### src/rtl/cp0_timer.sv
// Minimal MIPS-style CP0: status/cause/EPC/BadVAddr exception bookkeeping
// plus a prescaled Count/Compare timer that raises a sticky interrupt.
module cp0_timer #(
   parameter int          NUM_HWINT  = 5,
   parameter int          COUNT_DIV  = 1,
   parameter logic [31:0] PRID_VALUE = 32'h0000_4330
) (
   input  logic                 clk,
   input  logic                 reset,
   input  logic [4:0]           rd_addr,
   input  logic [4:0]           wr_addr,
   input  logic [31:0]          wr_data,
   input  logic                 wr_en,
   input  logic                 eret,
   input  logic [4:0]           exc_code,
   input  logic [31:0]          exc_pc,
   input  logic                 exc_bd,
   input  logic [31:0]          exc_badvaddr,
   input  logic [NUM_HWINT-1:0] hw_int,
   output logic [31:0]          rd_data,
   output logic [31:0]          epc,
   output logic                 exc_req,
   output logic                 timer_irq
);

   localparam int         NI     = NUM_HWINT + 1;
   localparam logic [7:0] DIV_M1 = 8'(COUNT_DIV - 1);

   logic [NI-1:0] r_im;
   logic [NI-1:0] r_ip;
   logic          r_exl;
   logic          r_ie;
   logic          r_bd;
   logic [4:0]    r_exccode;
   logic [31:0]   r_epc;
   logic [31:0]   r_badva;
   logic [31:0]   r_count;
   logic [31:0]   r_compare;
   logic [7:0]    r_pre;
   logic          r_tirq;

   logic [NI-1:0] w_irq_vec;
   logic          w_int_req;
   logic          w_exc;
   logic          w_tick;
   logic          w_wr;
   logic [5:0]    w_im6;
   logic [5:0]    w_ip6;
   logic [31:0]   w_sr;
   logic [31:0]   w_cause;

   assign w_irq_vec = {r_tirq, hw_int};
   assign w_int_req = (|(w_irq_vec & r_im)) & r_ie & ~r_exl;
   // Gated by reset so a stray exc_code cannot request while held in reset.
   assign w_exc     = reset & (w_int_req | (~r_exl & (exc_code != 5'd0)));
   assign w_tick    = (r_pre == DIV_M1);
   // A write only lands when neither an exception nor eret claims the cycle.
   assign w_wr      = wr_en & ~w_exc & ~eret;

   assign w_im6   = 6'(r_im);
   assign w_ip6   = 6'(r_ip);
   assign w_sr    = {16'h0, w_im6, 8'h0, r_exl, r_ie};
   assign w_cause = {r_bd, 15'h0, w_ip6, 3'h0, r_exccode, 2'h0};

   assign exc_req   = w_exc;
   assign epc       = r_epc;
   assign timer_irq = r_tirq;

   always_comb begin
      rd_data = 32'h0;
      case (rd_addr)
         5'd8:    rd_data = r_badva;
         5'd9:    rd_data = r_count;
         5'd11:   rd_data = r_compare;
         5'd12:   rd_data = w_sr;
         5'd13:   rd_data = w_cause;
         5'd14:   rd_data = r_epc;
         5'd15:   rd_data = PRID_VALUE;
         default: rd_data = 32'h0;
      endcase
   end

   always_ff @(posedge clk or negedge reset) begin
      if (!reset) begin
         r_im      <= '0;
         r_ip      <= '0;
         r_exl     <= 1'b0;
         r_ie      <= 1'b0;
         r_bd      <= 1'b0;
         r_exccode <= 5'd0;
         r_epc     <= 32'h0;
         r_badva   <= 32'h0;
      end else begin
         r_ip <= w_irq_vec;
         if (w_exc) begin
            r_exl     <= 1'b1;
            r_bd      <= exc_bd;
            r_exccode <= w_int_req ? 5'd0 : exc_code;
            r_epc     <= exc_bd ? exc_pc - 32'd4 : exc_pc;
            if (!w_int_req && (exc_code == 5'd4 || exc_code == 5'd5))
               r_badva <= exc_badvaddr;
         end else if (eret) begin
            r_exl <= 1'b0;
         end else if (wr_en) begin
            if (wr_addr == 5'd12) begin
               r_im  <= wr_data[10 +: NI];
               r_exl <= wr_data[1];
               r_ie  <= wr_data[0];
            end else if (wr_addr == 5'd14) begin
               r_epc <= wr_data;
            end
         end
      end
   end

   always_ff @(posedge clk or negedge reset) begin
      if (!reset) begin
         r_count   <= 32'h0;
         r_compare <= 32'h0;
         r_pre     <= 8'h0;
         r_tirq    <= 1'b0;
      end else begin
         if (w_wr && wr_addr == 5'd9) begin
            r_count <= wr_data;
            r_pre   <= 8'h0;
         end else if (w_tick) begin
            r_count <= r_count + 32'd1;
            r_pre   <= 8'h0;
         end else begin
            r_pre <= r_pre + 8'd1;
         end
         if (w_wr && wr_addr == 5'd11)
            r_compare <= wr_data;
         // Compare write clears and beats a same-edge match.
         if (w_wr && wr_addr == 5'd11)
            r_tirq <= 1'b0;
         else if (w_tick && (r_count + 32'd1 == r_compare))
            r_tirq <= 1'b1;
      end
   end

endmodule

### config.mk
export PLATFORM = sky130hd
export DESIGN_NAME = cp0_timer
export DESIGN_NICKNAME = d
export VERILOG_FILES = /design/src/rtl/cp0_timer.sv
export SDC_FILE = /design/constraint.sdc
export NUM_CORES = 1
export LEC_CHECK = 0
export ABC_AREA = 1
export CELL_PAD_IN_SITES_DETAIL_PLACEMENT = 1
export CELL_PAD_IN_SITES_GLOBAL_PLACEMENT = 2
export CORE_AREA = 2 2 186 188
export DETAILED_ROUTE_END_ITERATION = 10
export DIE_AREA = 0 0 188 190
export GPL_TIMING_DRIVEN = 0
export HOLD_SLACK_MARGIN = 0.06
export MAX_ROUTING_LAYER = met4
export PLACE_DENSITY_LB_ADDON = 0.1
export SYNTH_ARGS = -nofsm -noshare
export SYNTH_HDL_FRONTEND = slang
export SYNTH_SLANG_ARGS = --single-unit
### constraint.sdc
create_clock -name clk -period 2.4 [get_ports clk]
set_input_delay 0.36 -clock clk [delete_from_list [all_inputs] [get_ports clk]]
set_output_delay 0.36 -clock clk [all_outputs]
set_load 0.01 [all_outputs]
==> flow_metrics.env, run 1 <==
export IMPL_num_rows=68
export IMPL_drt_wl_total_um=47400
export IMPL_syn_nets=1477
export IMPL_cts_root_buf="clkbuf_16"
export IMPL_start_kind="flop"
export IMPL_place_ws_ns=-2.07
export IMPL_syn_avg_cell_area_um2=7.38
export IMPL_tns_ns=0
export IMPL_ant_nets=0
export IMPL_grt_pass1_vias=11000
export IMPL_core_area_um2=33900
export IMPL_portBuffers=186
export IMPL_cts_tree="done"
export IMPL_numCtsBuffers=17
export IMPL_critPathKind="flop to flop"
export IMPL_gr_usage_all_layers=0.279
export IMPL_start_util=0.294
export IMPL_min_path_cells=1
export IMPL_nNetsFinal=1718
export IMPL_synth_seq_cells=157
export IMPL_fin_area_um2=14000
export IMPL_die_y_um=190
export IMPL_area_delta_synth_final_pct=39.9
export IMPL_grt_first_pass_wirelength_um=70800
export IMPL_leakagePower_uw=0.00617
export IMPL_drive_gt1_frac=0.177
export IMPL_min_period_ns=2.37
export IMPL_worst_ir_drop_vdd_uv=531
export IMPL_cts_htree_levels=4
export IMPL_skew_ns=0.0132
export IMPL_synth_edff_count=0
export IMPL_synth_area_leaders="dfrtp_1 39%, nand2_1 13%, inv_1 6.7%, o21ai_0 6.6%, nand3_1 5.2%"
export IMPL_arrival_ns=2.75
export IMPL_clk_pin_slew_worst_paths_ns=0.07
export IMPL_drt_iter0_drc=526
export IMPL_final_common_cell="nand2_1"
export IMPL_rsz0062_at_grt="yes"
export IMPL_syn_area_um2=9980
export IMPL_hold_path_class="primary input to flop"
export IMPL_dieArea_um2=35700
export IMPL_grt_max_degree=107
export IMPL_timing_slew_headroom=0.451
export IMPL_maxCapViolations=0
export IMPL_grt_overflow=0
export IMPL_instances_no_fill=2063
export IMPL_chipWidth_um=188
export IMPL_pin_count=187
export IMPL_status="finished, final reports clean"
export IMPL_drt_pass1_iterations=5
export IMPL_cp_required_ns=2.79
export IMPL_via_count=10400
export IMPL_synth_top_area_cell="dfrtp_1"
export IMPL_finalHoldViolCount=0
export IMPL_drc=0
export IMPL_cts_sinks=157
export IMPL_cts_max_path_buffers=2
export IMPL_dp_cells=1994
export IMPL_timing_final_crit_share=0.985
export IMPL_yosys_warnings=0
export IMPL_powerDensity_nw_per_um2=647
export IMPL_clock_latency_ns=0.46
export IMPL_max_freq_ghz=0.423
export IMPL_drv_slew=0
export IMPL_synth_cell_type_count=44
export IMPL_r2r_cells=14
export IMPL_synthCells=1352
export IMPL_tightest_slew_ns=0.823
export IMPL_hpwl_um=36900
export IMPL_antenna_found_initial=1
export IMPL_vias_per_cell=5.05
export IMPL_routedWlPerCell_um=23.0
export IMPL_yosys_area_top_type_share=0.394
export IMPL_path_max_fanout=7
export IMPL_ys_flop_type="dfrtp_1"
export IMPL_setup_viol=0
export IMPL_placed_area_um2=12400
export IMPL_final_util=0.411
export IMPL_layout_common_cells="330 x nand2_1, 168 x inv_1, 156 x dfrtp_1"
export IMPL_setup_ws_ns=0.0349
export IMPL_endpoint_kind="flop"
export IMPL_nFillCells=4100
export IMPL_synth_seq_area_share=0.394
export IMPL_synthArstFlopShare=1.00
export IMPL_place_congestion=0.875
[through the flow]
stage	total power, uW	hold slack [ns]
after global routing	9530	0.430
after detailed placement	6160	0.324
after global placement	6100	0.398
final	9040	0.441
after CTS	9060	0.433
after floorplan	4900	0.0644
[cell type report]
type / instances / area, um^2 / share of cell area
Antenna cell: 2 / 5.00 / 0.000358
Buffer: 45 / 382 / 0.0273
Clock buffer: 22 / 484 / 0.0347
Clock inverter: 10 / 78.8 / 0.00565
Inverter: 187 / 731 / 0.0523
Multi-Input combinational cell: 962 / 5670 / 0.406
Sequential cell: 157 / 3930 / 0.281
Tap cell: 455 / 569 / 0.0408
Timing Repair Buffer: 223 / 2110 / 0.151
[critical path: stages, from the launching register on]
cell	delay [ns]
dfrtp_2	0.44
ha_2	0.24
nand2_4	0.10
nor2_8	0.17
nand2_1	0.16
nand2_1	0.11
and2_1	0.16
nor2_1	0.05
nor2_1	0.18
nand2_1	0.07
inv_1	0.05
nand3_1	0.11
nor2_1	0.14
nand3_1	0.16
a21oi_2	0.15
[final timing paths]
check	from	to	slack [ns]
max	r_count[1]$_DFFE_PN0P_	timer_irq$_DFFE_PN0P_	0.03
max reg2reg	r_count[1]$_DFFE_PN0P_	timer_irq$_DFFE_PN0P_	0.03
max in group asynchronous	reset	r_count[28]$_DFFE_PN0P_	1.29
min in group asynchronous	reset	r_pre[3]$_DFF_PN0_	0.53
min reg2reg	r_compare[4]$_DFFE_PN0P_	r_compare[4]$_DFFE_PN0P_	0.49
min	hw_int[0]	r_ip[0]$_DFF_PN0_	0.44
[what timing repair did]
item,4_1_cts,5_1_grt
endpoints found under the setup margin,89,110
pin swaps,14,12
endpoints found under the hold margin,51,0
resized for setup,268,60
setup buffers,24,8
cloned,2,0
hold buffers,2,0
[logic make-up (layout without fill, tap and decap cells)]
family          Yosys count  after routing  synth area share
mux                      32             32            0.0361
compound gates          247            247             0.146
other cells               0              2                 0
buf+inv                 233            487            0.0909
simple gates            642            642             0.289
flops                   157            157             0.394
xor+xnor                 37             37            0.0395
fa+ha+maj                 4              4           0.00502
[Yosys cell counts (3+ instances only)]
library cell and count:
nand2_1 333, inv_1 179, dfrtp_1 157, o21ai_0 132, nor2_1 115, nand3_1 104, o211ai_1 34, mux2_2 32
nand4_1 32, a21oi_1 26, clkbuf_1 26, o22ai_1 20, xor2_1 20, buf_2 14, xnor2_1 12, nor3_1 11
nand2_2 10, o21ai_1 8, a221oi_1 7, o2111ai_1 7, inv_2 6, nand3b_1 6, o221ai_1 6, nor2_4 5
nor4_1 5, a221o_1 4, buf_4 4, ha_1 4, nor2_8 4, xnor3_1 4, and2_1 3, nand2_4 3
nand3_2 3, nor2_2 3
[per-layer routing]
metal	vias up	global-route usage	wire length (um)
met5	-	-	0
met4	0	0.0633	828
met3	37	0.0358	1620
li1	4961	-	-
met1	5202	0.374	22500
met2	213	0.449	22500
[registers in the layout, summed over array words and instances (netlist names)]
register and cells:
r_count 32, r_compare 32, r_badva 32, r_exl 1, epc 32, r_ip 6, timer_irq 1, r_bd 1
r_im 6, r_ie 1, r_pre 8, r_exccode 5
[report_power, final]
part | internal, uW | switching, uW | total (uW) | leakage [uW]
clock network | 1450 | 1290 | 2740 | 0.000271
logic | 1160 | 1530 | 2690 | 0.00393
registers | 3150 | 454 | 3610 | 0.00197
Power figures use the tool's default switching activity.
==> run 2, diff against run 1 <==
- GPL_TIMING_DRIVEN: 0 -> not set
==> flow_metrics.env, run 2 (same netlist as run 1, synthesis figures left out) <==
export IMPL_hold_path_class="primary input to async pin"
export IMPL_cts_root_buf="clkbuf_16"
export IMPL_endpoint_kind="primary output"
export IMPL_leakagePower_uw=0.00641
export IMPL_vias_per_cell=5.02
export IMPL_grt_overflow=0
export IMPL_tightest_slew_ns=1.08
export IMPL_core_area_um2=33900
export IMPL_postCtsHoldBufs=0
export IMPL_cts_sinks=157
export IMPL_worst_ir_drop_vdd_uv=500
export IMPL_drv_slew=0
export IMPL_numCtsBuffers=17
export IMPL_antenna_found_initial=1
export IMPL_place_congestion=0.899
export IMPL_nNetsFinal=1755
export IMPL_grt_max_degree=158
export IMPL_rsz0062_at_grt="no"
export IMPL_grt_pass1_vias=11000
export IMPL_max_freq_ghz=0.430
export IMPL_worstSetupStartpoint="rd_addr[3]"
export IMPL_r2r_cells=14
export IMPL_instances_no_fill=2098
export IMPL_clock_latency_ns=0.45
export IMPL_arrival_ns=1.97
export IMPL_start_kind="primary input"
export IMPL_cp_required_ns=2.04
export IMPL_reg2reg_to="r_count[10]$_DFFE_PN0P_"
export IMPL_num_rows=68
export IMPL_setup_viol=0
export IMPL_timing_slew_headroom=0.278
export IMPL_regToRegStartpoint="r_im[4]$_DFFE_PN0P_"
export IMPL_drt_pass1_iterations=5
export IMPL_powerDensity_nw_per_um2=660
export IMPL_skew_ns=0.0150
export IMPL_dieArea_um2=35700
export IMPL_ant_nets=0
export IMPL_maxCapViolations=0
export IMPL_hpwl_um=35500
export IMPL_drt_iter0_drc=652
export IMPL_final_common_cell="nand2_1"
export IMPL_finalHoldViolCount=5
export IMPL_drive_gt1_frac=0.177
export IMPL_pin_count=187
export IMPL_critPathCapture="rd_data[13]"
export IMPL_min_period_ns=2.33
export IMPL_drc=0
export IMPL_cts_htree_levels=4
export IMPL_hold_slack_ns=-0.0421
export IMPL_portBuffers=186
export IMPL_cts_tree="done"
export IMPL_grt_first_pass_wirelength_um=68400
export IMPL_path_max_fanout=5
export IMPL_via_count=10500
export IMPL_final_util=0.414
export IMPL_reg2reg_slack_ns=0.15
export IMPL_drt_wl_total_um=44900
export IMPL_start_util=0.294
export IMPL_clk_pin_slew_worst_paths_ns=0.06
export IMPL_cts_max_path_buffers=2
export IMPL_dp_cells=2055
export IMPL_layout_common_cells="330 x nand2_1, 172 x inv_1, 157 x dfrtp_1"
export IMPL_chipWidth_um=188
export IMPL_routedWlPerCell_um=21.4
export IMPL_critPathKind="primary input to primary output"
export IMPL_violations="hold timing"
export IMPL_area_delta_synth_final_pct=40.9
export IMPL_timing_final_crit_share=0.969
export IMPL_gr_usage_all_layers=0.264
export IMPL_status="finished, violations left"
export IMPL_p_total_uw=9280
export IMPL_die_y_um=190
run 2: changes by cell type in the layout (fill, tap and decap cells not counted), moves of 6 or more:
| cell | delta |
|---|---|
| buf_4 | +70 |
| o22ai_4 | -13 |
| buf_12 | +11 |
| buf_2 | -11 |
| o22ai_1 | +11 |
| clkbuf_1 | -10 |
| clkbuf_2 | -9 |
| nor2_1 | +8 |
| buf_6 | -6 |
| clkbuf_16 | -6 |
| clkbuf_8 | -6 |
run 2: power breakdown:
group	switching [uW]	leakage (uW)	internal, uW
clock network	1210	0.000279	1660
registers	431	0.00198	3150
logic	1620	0.00416	1220
total	3250	0.00641	6030
run 2: worst min-delay path by stage:
stage | slack (ns) | to | from | cells after the start
6_report | -0.04 | r_pre[1]$_DFF_PN0_ | reset | 2
5_1_grt | 0.11 | r_pre[2]$_DFF_PN0_ | reset | 2
4_1_cts | 0.13 | r_pre[2]$_DFF_PN0_ | reset | 2
3_5_place_dp | 0.48 | r_compare[10]$_DFFE_PN0P_ | r_compare[10]$_DFFE_PN0P_ | 2
3_3_place_gp | 0.47 | r_compare[10]$_DFFE_PN0P_ | r_compare[10]$_DFFE_PN0P_ | 2
2_1_floorplan | 0.06 | epc[0]$_DFFE_PN0P_ | reset | 0
run 2: timing repair:
| action | in CTS | in global routing |
|---|---|---|
| endpoints found under the setup margin | 33 | 15 |
| pin swaps | 8 | 3 |
| cloned | 2 | 0 |
| resized for setup | 187 | 10 |
| setup buffers | 8 | 1 |
run 2: worst max-delay path, stage by stage:
cell,delay (ns)
dlygate4sd2_1,0.23
inv_2,0.05
nor2_2,0.15
nand3_4,0.12
nor2_4,0.16
clkinv_4,0.09
bufbuf_16,0.28
o22ai_1,0.14
a21oi_1,0.08
o2111ai_2,0.11
buf_2,0.19
run 2: area by class of cell:
type | count | area (um^2)
antenna | 2 | 5.00
clock buffer | 20 | 447
clock inverter | 10 | 140
fill | 4124 | 19900
inverter | 187 | 713
multi-input combinational | 962 | 5380
sequential | 157 | 3930
tap | 455 | 569
timing repair buffer | 305 | 2870
run 2: metrics by stage:
| stage | TNS, ns | setup WS, ns | area [um^2] |
|---|---|---|---|
| after floorplan | 0 | 0.448 | 9980 |
| after global placement | -34.73 | -0.494 | 13200 |
| after detailed placement | -34.11 | -0.534 | 13200 |
| after CTS | 0 | 0.0245 | 14000 |
| after global routing | 0 | 0.00623 | 14100 |
| final | 0 | 0.0741 | 14100 |
run 2: routing by layer:
metal	GRT usage	vias to the layer above	share of wire
met5	-	-	0
met4	0.0554	0	0.012
met3	0.0314	33	0.044
met2	0.409	260	0.45
met1	0.372	5206	0.49
li1	-	5029	-
==> run 3, diff against run 2 <==
- CAP_MARGIN: not set -> 20
- TNS_END_PERCENT: not set -> 1
==> flow_metrics.env, run 3 (same netlist as run 1, synthesis figures left out) <==
export IMPL_cts_htree_levels=4
export IMPL_fin_area_um2=14000
export IMPL_routedLengthMet1_um=22300
export IMPL_start_kind="primary input"
export IMPL_cts_sinks=157
export IMPL_antenna_found_initial=1
export IMPL_final_util=0.413
export IMPL_final_common_cell="nand2_1"
export IMPL_powerDensity_nw_per_um2=661
export IMPL_grt_max_degree=158
export IMPL_drt_pass1_iterations=5
export IMPL_finalHoldViolCount=6
export IMPL_routedWlPerCell_um=21.4
export IMPL_highest_layer="met4"
export IMPL_maxCapViolations=0
export IMPL_critPathKind="primary input to flop"
export IMPL_drt_iter0_drc=601
export IMPL_drive_gt1_frac=0.181
export IMPL_wl_met2_um=20400
export IMPL_area_delta_synth_final_pct=40.5
export IMPL_nNetsFinal=1756
export IMPL_leakagePower_uw=0.00642
export IMPL_worstSetupStartpoint="hw_int[4]"
export IMPL_timing_final_crit_share=0.951
export IMPL_postCtsHoldBufs=0
export IMPL_place_congestion=0.899
export IMPL_placed_area_um2=13200
export IMPL_hold_slack_ns=-0.0464
export IMPL_max_freq_ghz=0.438
export IMPL_status="finished, violations left"
export IMPL_cpPeakStageDelay_ns=0.49
export IMPL_via_count=10500
export IMPL_timing_slew_headroom=0.276
export IMPL_drv_slew=0
export IMPL_die_y_um=190
export IMPL_chipWidth_um=188
export IMPL_clk_pin_slew_worst_paths_ns=0.06
export IMPL_gr_usage_all_layers=0.264
export IMPL_drc=0
export IMPL_violations="hold timing"
export IMPL_wl_met3_um=1680
export IMPL_skew_ns=0.0130
export IMPL_core_area_um2=33900
export IMPL_layout_common_cells="331 x nand2_1, 175 x inv_1, 157 x dfrtp_1"
export IMPL_tightest_slew_ns=1.09
export IMPL_drt_wl_total_um=44900
export IMPL_cp_required_ns=2.72
export IMPL_cts_tree="done"
export IMPL_hold_path_class="primary input to async pin"
export IMPL_rsz0062_at_grt="yes"
export IMPL_min_period_ns=2.28
export IMPL_worst_ir_drop_vdd_uv=497
export IMPL_cts_root_buf="clkbuf_16"
export IMPL_ant_nets=0
export IMPL_path_max_fanout=6
export IMPL_path_buf_inv=3
export IMPL_setup_viol=0
export IMPL_regToRegStartpoint="timer_irq$_DFFE_PN0P_"
export IMPL_grt_pass1_vias=11000
export IMPL_crit_family="simple AND/OR/NAND/NOR gates"
export IMPL_arrival_ns=2.60
export IMPL_portBuffers=186
export IMPL_numCtsBuffers=17
export IMPL_hpwl_um=35500
export IMPL_num_rows=68
export IMPL_crit_slowest_cell="clkdlybuf4s50_1"
export IMPL_start_util=0.294
export IMPL_grt_first_pass_wirelength_um=68200
export IMPL_vias_per_cell=5.00
export IMPL_grt_overflow=0
export IMPL_crit_top_cell="nand2_1"
export IMPL_cts_max_path_buffers=2
export IMPL_clock_latency_ns=0.45
export IMPL_pin_count=187
export IMPL_dieArea_um2=35700
export IMPL_crit_chain="clkdlybuf4s50_1, nand2_1, o21ai_1, a21oi_1, nand4_1, nand2_2, nand3_2, nand2_4, nand3_1, buf_4, nand2_1, inv_1, nand2_1, nand3_1"
export IMPL_endpoint_kind="flop"
export IMPL_nFillCells=4132
-- run 3: cell types whose count changed in the layout (fill, tap and decap cells not counted), sizes merged --
cell	delta
diode	-1
clkinvlp	-1
dlygate4sd2	-4
clkdlybuf4s15	-4
dlymetal6s2s	+1
inv	+1
bufbuf	-1
clkbuf	+1
buf	+8
-- run 3: layout make-up --
class | instances | area, um^2 | share of cell area
clock buffers | 20 | 447 | 0.0319
multi-input cells | 962 | 5400 | 0.385
flip-flops and latches | 157 | 3930 | 0.280
inverters | 187 | 706 | 0.0503
diodes | 1 | 2.50 | 0.000179
clock inverters | 10 | 140 | 0.0100
repair buffers | 306 | 2830 | 0.202
well taps | 455 | 569 | 0.0406
-- run 3: worst paths after layout --
path / depth (start not counted) / slack (ns) / to
min reg2reg: 2 / 0.50 / r_im[5]$_DFFE_PN0P_
min in group clk: 1 / 0.44 / r_ip[0]$_DFF_PN0_
min: 2 / -0.05 / r_pre[1]$_DFF_PN0_
max reg2reg: 13 / 0.13 / r_count[10]$_DFFE_PN0P_
max in group asynchronous: 2 / 1.53 / epc[6]$_DFFE_PN0P_
max: 14 / 0.12 / r_count[10]$_DFFE_PN0P_
-- run 3: worst register-to-register path, delay by kind of cell (launching register included) --
kind | cells | cell delay (ns)
and+or+nand+nor | 8 | 1.00
buffers and inverters | 3 | 0.53
AOI/OAI and AO/OA | 2 | 0.22
DFF | 1 | 0.39
-- run 3: per-layer routing --
| layer | track usage | vias up |
|---|---|---|
| met1 | 0.371 | 5189 |
| met4 | 0.0563 | 0 |
| met5 | - | - |
| met2 | 0.408 | 238 |
| met3 | 0.0312 | 26 |
| li1 | - | 5033 |
-- run 3: stage by stage --
stage               total power (uW)  std cells  hold slack (ns)  setup TNS [ns]  setup WS, ns
floorplan                       4900       1352           0.0644               0         0.448
global placement                6360       2055            0.467          -34.73        -0.494
detailed placement              6400       2055            0.479          -34.11        -0.534
CTS                             9330       2093            0.130          -0.104       -0.0570
global route                    9780       2098            0.118         -0.0325       -0.0220
finish                          9270       2098          -0.0464               0         0.117
-- run 3: where the power goes --
part           total [uW]  internal (uW)  switching (uW)
clock network        2860           1660            1200
logic                2830           1210            1620
registers            3580           3150             428
-- run 3: timing repair --
item / in CTS / in global routing
pin swaps: 7 / 5
gates resized for setup: 200 / 10
buffers inserted: 7 / 4
cloned: 1 / 0
setup endpoints to repair: 33 / 33
